--- config.mk ---
export PLATFORM = sky130hd
export DESIGN_NAME = i2s_rx_capture
export DESIGN_NICKNAME = d
export VERILOG_FILES = /design/src/rtl/i2s_pkg.sv /design/src/rtl/i2s_sync_edge.sv /design/src/rtl/i2s_rx_capture.sv
export SDC_FILE = /design/constraint.sdc
export NUM_CORES = 1
export LEC_CHECK = 0
export ABC_AREA = 1
export CORE_MARGIN = 2
export CORE_UTILIZATION = 58
export CTS_CLUSTER_DIAMETER = 100
export DETAILED_ROUTE_END_ITERATION = 7
export HOLD_SLACK_MARGIN = 0.08
export PLACE_DENSITY = 0.94
export SYNTH_ARGS = -nofsm -noshare
export SYNTH_HDL_FRONTEND = slang
export SYNTH_SLANG_ARGS = --single-unit
--- constraint.sdc ---
create_clock -name clk -period 3.6 [get_ports clk]
set_clock_uncertainty 0.1 [all_clocks]
set_input_delay 0.72 -clock clk [delete_from_list [all_inputs] [get_ports clk]]
set_output_delay 0.72 -clock clk [all_outputs]
set_load 0.02 [all_outputs]
--- src/rtl/i2s_pkg.sv ---
// i2s_pkg: shared state encoding and LR slot constants for the I2S receive path.
//   Exports state_t (HUNT, SHIFT_L, PAD_L, SHIFT_R, PAD_R), LR_LEFT, LR_RIGHT.
package i2s_pkg;

    typedef enum logic [2:0] {
        HUNT,
        SHIFT_L,
        PAD_L,
        SHIFT_R,
        PAD_R
    } state_t;

    localparam logic LR_LEFT  = 1'b0;
    localparam logic LR_RIGHT = 1'b1;

endpackage

--- src/rtl/i2s_sync_edge.sv ---
// i2s_sync_edge: 2-flop synchronizer with a rising-edge strobe from flops 2 and 3.
//   clk   in  : system clock
//   reset in  : synchronous, active-low
//   din   in  : asynchronous input
//   rise  out : one-cycle strobe per synchronized rising edge of din
module i2s_sync_edge (
    input  logic clk,
    input  logic reset,
    input  logic din,
    output logic rise
);

    logic [2:0] sr;

    always_ff @(posedge clk) begin
        if (!reset) sr <= '0;
        else        sr <= {sr[1:0], din};
    end

    assign rise = sr[1] & ~sr[2];

endmodule

--- src/rtl/i2s_rx_capture.sv ---
// i2s_rx_capture: deserialises the codec I2S ADC stream into left/right sample pairs.
//   clk, reset (sync active-low)      : system clock domain
//   i2s_bclk, i2s_lr, i2s_sdata       : asynchronous codec pins
//   left_sample, right_sample         : last complete stereo pair
//   sample_valid                      : one-cycle pulse when the pair updates
//   frame_error                       : one-cycle pulse when a slot ends short
//   locked                            : a full valid frame has been seen
module i2s_rx_capture
    import i2s_pkg::*;
#(
    parameter int DATA_WIDTH = 24
) (
    input  logic                  clk,
    input  logic                  reset,
    input  logic                  i2s_bclk,
    input  logic                  i2s_lr,
    input  logic                  i2s_sdata,
    output logic [DATA_WIDTH-1:0] left_sample,
    output logic [DATA_WIDTH-1:0] right_sample,
    output logic                  sample_valid,
    output logic                  frame_error,
    output logic                  locked
);

    localparam int CW = (DATA_WIDTH > 1) ? $clog2(DATA_WIDTH) : 1;
    localparam logic [CW-1:0] LAST = CW'(DATA_WIDTH - 1);

    logic                  bit_stb;
    logic [1:0]            lr_ff, sd_ff;
    logic                  lr_s, sd_s, lr_prev, slot_start;
    state_t                state, state_n;
    logic [CW-1:0]         bit_cnt, cnt_n;
    logic [DATA_WIDTH-1:0] left_shadow, lsh_n, right_shift, rsh_n, left_n, right_n;
    logic                  valid_n, err_n, locked_n;

    i2s_sync_edge u_bclk (
        .clk   (clk),
        .reset (reset),
        .din   (i2s_bclk),
        .rise  (bit_stb)
    );

    // lr and sdata share the bclk synchronizer depth so they line up with bit_stb
    always_ff @(posedge clk) begin
        if (!reset) begin
            lr_ff <= '0;
            sd_ff <= '0;
        end else begin
            lr_ff <= {lr_ff[0], i2s_lr};
            sd_ff <= {sd_ff[0], i2s_sdata};
        end
    end

    assign lr_s       = lr_ff[1];
    assign sd_s       = sd_ff[1];
    assign slot_start = lr_s != lr_prev;

    always_ff @(posedge clk) begin
        if (!reset) begin
            state        <= HUNT;
            lr_prev      <= 1'b0;
            bit_cnt      <= '0;
            left_shadow  <= '0;
            right_shift  <= '0;
            left_sample  <= '0;
            right_sample <= '0;
            sample_valid <= 1'b0;
            frame_error  <= 1'b0;
            locked       <= 1'b0;
        end else begin
            state        <= state_n;
            lr_prev      <= bit_stb ? lr_s : lr_prev;
            bit_cnt      <= cnt_n;
            left_shadow  <= lsh_n;
            right_shift  <= rsh_n;
            left_sample  <= left_n;
            right_sample <= right_n;
            sample_valid <= valid_n;
            frame_error  <= err_n;
            locked       <= locked_n;
        end
    end

    // The strobe that reveals an lr change carries the previous slot's trailing
    // bit, so a slot start never shifts data; the MSB arrives on the next strobe.
    always_comb begin
        state_n  = state;
        cnt_n    = bit_cnt;
        lsh_n    = left_shadow;
        rsh_n    = right_shift;
        left_n   = left_sample;
        right_n  = right_sample;
        valid_n  = 1'b0;
        err_n    = 1'b0;
        locked_n = locked;
        if (bit_stb) begin
            case (state)
                HUNT: begin
                    if (slot_start && lr_s == LR_LEFT) begin
                        state_n = SHIFT_L;
                        cnt_n   = '0;
                    end
                end
                SHIFT_L, SHIFT_R: begin
                    if (slot_start) begin
                        // short slot: drop the partial word, resync if a left slot begins
                        err_n    = 1'b1;
                        locked_n = 1'b0;
                        cnt_n    = '0;
                        state_n  = (lr_s == LR_LEFT) ? SHIFT_L : HUNT;
                    end else if (state == SHIFT_L) begin
                        lsh_n = {left_shadow[DATA_WIDTH-2:0], sd_s};
                        if (bit_cnt == LAST) state_n = PAD_L;
                        else                 cnt_n   = bit_cnt + 1'b1;
                    end else begin
                        rsh_n = {right_shift[DATA_WIDTH-2:0], sd_s};
                        if (bit_cnt == LAST) begin
                            left_n   = left_shadow;
                            right_n  = {right_shift[DATA_WIDTH-2:0], sd_s};
                            valid_n  = 1'b1;
                            locked_n = 1'b1;
                            state_n  = PAD_R;
                        end else begin
                            cnt_n = bit_cnt + 1'b1;
                        end
                    end
                end
                PAD_L: begin
                    if (slot_start && lr_s == LR_RIGHT) begin
                        state_n = SHIFT_R;
                        cnt_n   = '0;
                    end
                end
                PAD_R: begin
                    if (slot_start) begin
                        cnt_n = '0;
                        if (lr_s == LR_LEFT) begin
                            state_n = SHIFT_L;
                        end else begin
                            err_n    = 1'b1;
                            locked_n = 1'b0;
                            state_n  = HUNT;
                        end
                    end
                end
                default: state_n = HUNT;
            endcase
        end
    end

endmodule

== Yosys cells after proc, flatten, opt, wreduce, memory -nomap -nowiden ==
Cells that the tools add are included.

* Divide/modulo/power cells: 0
* Equal/unequal tests: 13
* Muxes and demuxes: 26
* Add/sub/neg operators: 1
* Bitwise gates (word level): 8
* $mul: 0
* Order comparisons: 0
* Reduce and logical (&&, ||, !) cells: 14
* Shift-type cells: 0

{| class="wikitable"
|+ Operators with widths
! kind !! count
|-
| 5-bit 2-to-1 mux || 5
|-
| 3-bit 2-to-1 mux || 7
|-
| 5-bit case mux with 4 select lines || 1
|-
| 3-bit case mux with 4 select lines || 1
|-
| 6-bit AND reduction || 2
|-
| 1-bit 2-to-1 mux || 10
|-
| 5-bit AND reduction || 2
|-
| 3-bit inequality test, second input constant || 3
|-
| 2-bit inequality test, second input constant || 4
|-
| 4-bit AND reduction || 2
|-
| 1-bit inverter || 7
|-
| 3-bit by 2-bit equality test with 1-bit output, second input constant || 2
|-
| 5-bit by 1-bit adder with 5-bit output, second input constant || 1
|-
| 5-bit equality test, second input constant || 1
|-
| 5-bit OR reduction || 1
|-
| 1-bit case mux with 2 select lines || 2
|-
| 4-bit nonzero test || 1
|-
| 3-bit by 1-bit equality test with 1-bit output, second input constant || 1
|-
| 3-bit equality test, second input constant || 1
|-
| 3-bit zero test || 1
|-
| 1-bit logical AND || 2
|-
| 2-bit AND reduction || 1
|-
| 2-bit nonzero test || 1
|-
| 2-bit OR reduction || 1
|-
| other kinds (2) || 2
|}

* Bits in latches: 0
* Memories kept: 0
* Bits in read-only memories: 0
* RAM bits: 0
* Register bits after elaboration: 114
* Input port bits: 5

== Logic depth before layout (Yosys ltp) ==
* Word-level depth: 5
* Depth in mapped cells: 11
* Depth with buffers taken out: 10

== Modules after synthesis ==
From an unflattened synthesis, not the netlist that was laid out.

* Cells, all modules: 538
* Area, all modules: 4190.3 µm²

{| class="wikitable"
|+ By module, submodules not included
! module !! area each (µm²) !! sequential area each (µm²) !! times used !! cells an instance
|-
| i2s_rx_capture || 4097.7 || 2222.1 || 1 || 527
|-
| i2s_sync_edge || 92.6 || 60.1 || 1 || 11
|}

== Worst setup path after synthesis ==
No wires, ideal clock.

* Path kind: input port to flip-flop
* From: in reset
* To: reg right_sample[15]
* Slack: 1.775 ns
* Stages on the path: 5
* Arrival time: 1.660 ns
* Path through: clkbuf_1 -> clkbuf_1 -> buf_1 -> o21ai_0 -> nor2_1

{| class="wikitable"
|+ RTL lines
! what !! line !! source
|-
| start: declaration || i2s_rx_capture.sv:14 || <nowiki>input logic reset,</nowiki>
|-
| end signal: assignment || i2s_rx_capture.sv:77 || <nowiki>right_sample <= right_n;</nowiki>
|-
| end: declaration || i2s_rx_capture.sv:19 || <nowiki>output logic [DATA_WIDTH-1:0] right_sample,</nowiki>
|}

== Final worst setup path ==
* From: reg lr_ff[1]
* To: reg left_shadow[3]

* Word-level cells in the longest chain between the ends: 3

{| class="wikitable"
|+ RTL lines
! what !! line !! source
|-
| start: declaration || i2s_rx_capture.sv:29 || <nowiki>logic [1:0] lr_ff, sd_ff;</nowiki>
|-
| start signal: assignment || i2s_rx_capture.sv:49 || <nowiki>lr_ff <= {lr_ff[0], i2s_lr};</nowiki>
|-
| 1-bit inequality test || i2s_rx_capture.sv:56 || <nowiki>assign slot_start = lr_s != lr_prev;</nowiki>
|-
| 1-bit inverter (no line) || n/a ||
|-
| 4-bit AND reduction (no line) || n/a ||
|-
| end signal: assignment || i2s_rx_capture.sv:74 || <nowiki>left_shadow <= lsh_n;</nowiki>
|-
| end: declaration || i2s_rx_capture.sv:33 || <nowiki>logic [DATA_WIDTH-1:0] left_shadow, lsh_n, right_shift, rsh_n, left_n, right_n;</nowiki>
|}

No other way between the ends.
A chain may end at the register's enable or synchronous reset.

==> impl_metrics.tcl <==
set metrics [dict create \
    fp.dieW_um 88.8 \
    clockBufferDepth 2 \
    crit_chain "inv_1 > ha_1 > nand3_2 > nor2_1 > nand2_1 > inv_1 > nor2_1 > nor2_1" \
    grt_max_degree 97 \
    antenna_cells 0 \
    grt_pass1_wl_um 16700 \
    htreeDepth 4 \
    worstSetupStartpoint "lr_ff[1]" \
    drv_cap 0 \
    post-place-ws_ns 0.992 \
    final.setup.worst_slack_ns 0.604 \
    antenna_found_initial 0 \
    slowest_delay_ns 0.75 \
    syn_avg_cell_area_um2 7.84 \
    cts_tree "built" \
    rr_worst_depth 8 \
    drt_iter0_markers 385 \
    yosys_warnings 0 \
    layout.nets 587 \
    vias_per_cell 5.57 \
    postLayoutCellArea_um2 5260 \
    dp_hpwl_um 5500 \
    ys_ff_latch 114 \
    final_util 0.766 \
    drv_slew 0 \
    netlist.area_leader.share 0.547 \
    reg2reg_from "lr_ff[1]" \
    drt-total-wl_um 10300 \
    grt-ovfl-total 0 \
    ir_drop_mv 0.459 \
    powerDensity_nw_per_um2 559 \
    finalCritPeriodShare 0.832 \
    drtAntennaViolNets 0 \
    clockRootBuffer "clkbuf_8" \
    fmax_mhz 334 \
    post_cts_buffers 0 \
    r2r-end "left_shadow[3]" \
    gp_congestion 0.839 \
    leakagePower_uw 0.00214 \
    dieArea_um2 7880 \
    clk_latency_ns 0.52 \
    rrSetupSlack_ns 0.60 \
    area_growth_pct 26.2 \
    hold_ws_ns 0.315 \
    ys_types 27 \
    io_buffers 55 \
    end_kind "register" \
    finalHoldViolCount 0 \
    drtPass1Iterations 7 \
    cts.sinks 114 \
    maxSlewHeadroom 0.458 \
    syn_nets 540 \
    setup_viol 0 \
    critPathMostFrequentCell "nor2_1" \
    finalSetupTns_ns 0 \
    grt_pass1_vias 3610 \
    yosys-top-cells-area "dfxtp_1, nor2_1, o21ai_0" \
    fp-row-count 30 \
    period_needed_ns 3.00 \
    seq_area_frac_synth 0.547 \
    crit_fanout 25 \
    grt_use_total 0.278 \
    ctsHoldBuffers 0 \
    clk_pin_slew_ns 0.05 \
    vias 3821 \
    synthCells 532 \
    critical_path.endpoint "left_shadow[3]" \
    ioPinCount 56 \
    synth_largest_area_cell "dfxtp_1" \
    worst_slew_pin_slew_ns 0.812 \
    netlist_area_um2 4170 \
    start_util 0.607 \
    arrival_ns 3.33 \
    core_area_um2 6870 \
    placed_area_um2 4700 \
    cts_inserted_buffers 17 \
    crit_type "reg -> reg" \
    hold_path_class "reg -> reg" \
    start_kind "register" \
    worst_ep_required_time_ns 3.93 \
    drive_above_1_share 0.0661 \
    status "finished clean" \
    drc 0 \
    die_h_um 88.8 \
    wl_per_cell_um 15.0 \
    cpMaxStageDelayCell "inv_1" \
    rsz0062_at_grt "false" \
    cts_resized 0 \
]
[flip-flops by register name (all words and copies together), names as in the netlist]
name          cells
bit_cnt           5
frame_error       1
left_sample      24
left_shadow      24
locked            1
lr_ff             2
lr_prev           1
right_sample     24
right_shift      23
sample_valid      1
sd_ff             2
state             3
u_bclk.sr         3
[cell usage in the layout (no fill, tap or decap)]
cell type | Yosys | final
nor2_1 | 141 | 141
ha_1 | 3 | 3
inv_1 | 34 | 34
nand4_1 | 1 | 1
a211oi_1 | 7 | 7
clkbuf_16 | 0 | 16
dfxtp_1 | 114 | 114
nand3_4 | 1 | 1
or2_2 | 1 | 1
a21oi_1 | 26 | 26
nor2_2 | 2 | 2
clkbuf_8 | 0 | 3
nand3b_1 | 1 | 1
buf_2 | 7 | 1
clkbuf_1 | 14 | 5
and3_1 | 1 | 1
o22ai_1 | 1 | 1
a21oi_2 | 1 | 1
o21ai_0 | 83 | 83
nor2_4 | 1 | 1
clkinv_1 | 1 | 1
nand3_2 | 1 | 1
clkinv_2 | 1 | 4
nand2_2 | 1 | 1
bufinv_16 | 0 | 3
nand3_1 | 23 | 23
nand2_1 | 56 | 56
clkdlybuf4s50_1 | 0 | 54
inv_2 | 2 | 2
buf_4 | 0 | 2
[layout make-up]
| class | instances | area, um^2 |
|---|---|---|
| sequential | 114 | 2280 |
| fill | 415 | 1610 |
| multi-input combinational | 351 | 1590 |
| timing repair buffer | 57 | 561 |
| clock buffer | 24 | 460 |
| inverter | 38 | 144 |
| tap | 96 | 120 |
| clock inverter | 6 | 105 |
[synth_stat cells]
cell type	count
a211oi_1	7
a21oi_1	26
a21oi_2	1
and3_1	1
buf_1	3
buf_2	7
buf_6	5
clkbuf_1	14
clkinv_1	1
clkinv_2	1
dfxtp_1	114
ha_1	3
inv_1	34
inv_2	2
nand2_1	56
nand2_2	1
nand3_1	23
nand3_2	1
nand3_4	1
nand3b_1	1
nand4_1	1
nor2_1	141
nor2_2	2
nor2_4	1
o21ai_0	83
o22ai_1	1
or2_2	1
[critical path, delay by kind of cell, from the launching register on]
kind	cells	cell delay, ns
simple gates	5	1.22
fa+ha+maj	1	0.41
flops	1	0.33
buf+inv	2	0.83
[how the worst min path moves through the flow]
| stage | startpoint | depth (start not counted) | slack (ns) | end |
|---|---|---|---|---|
| 3_5_place_dp | lr_ff[0] | 2 | 0.30 | lr_ff[1] |
| 6_report | u_bclk.sr[0] | 2 | 0.31 | u_bclk.sr[1] |
| 4_1_cts | sd_ff[0] | 2 | 0.32 | sd_ff[1] |
| 2_1_floorplan | lr_ff[0] | 2 | 0.29 | lr_ff[1] |
| 3_3_place_gp | u_bclk.sr[0] | 2 | 0.29 | u_bclk.sr[1] |
| 5_1_grt | sd_ff[0] | 2 | 0.33 | sd_ff[1] |
[kinds of logic (layout without fill, tap and decap cells)]
| group | count (synthesis) | count (layout) | synth area share |
|---|---|---|---|
| AO/OA/AOI/OAI | 118 | 118 | 0.147 |
| buffers and inverters | 67 | 125 | 0.0717 |
| AND/OR/NAND/NOR | 230 | 230 | 0.225 |
| adder cells (fa/ha/maj) | 3 | 3 | 0.00900 |
| flip-flops | 114 | 114 | 0.547 |
[per-stage QoR]
step / total power, uW / std cells
finish: 2940 / 686
global route: 3010 / 686
CTS: 2940 / 686
detailed placement: 1350 / 656
global placement: 1350 / 656
floorplan: 1340 / 532
[metal layers]
| metal | track usage | wire length (um) | part of all wire | vias up |
|---|---|---|---|---|
| li1 | - | - | - | 1804 |
| met1 | 0.323 | 4000 | 0.39 | 1772 |
| met2 | 0.465 | 5210 | 0.51 | 197 |
| met3 | 0.0896 | 744 | 0.072 | 48 |
| met4 | 0.134 | 347 | 0.034 | 0 |
| met5 | 0 | 0 | 0 | - |
[where the power goes]
group	internal (uW)	switching [uW]
registers	1270	3.56
clock network	1080	537
logic	15.8	37.5
Power figures use the tool's default switching activity.
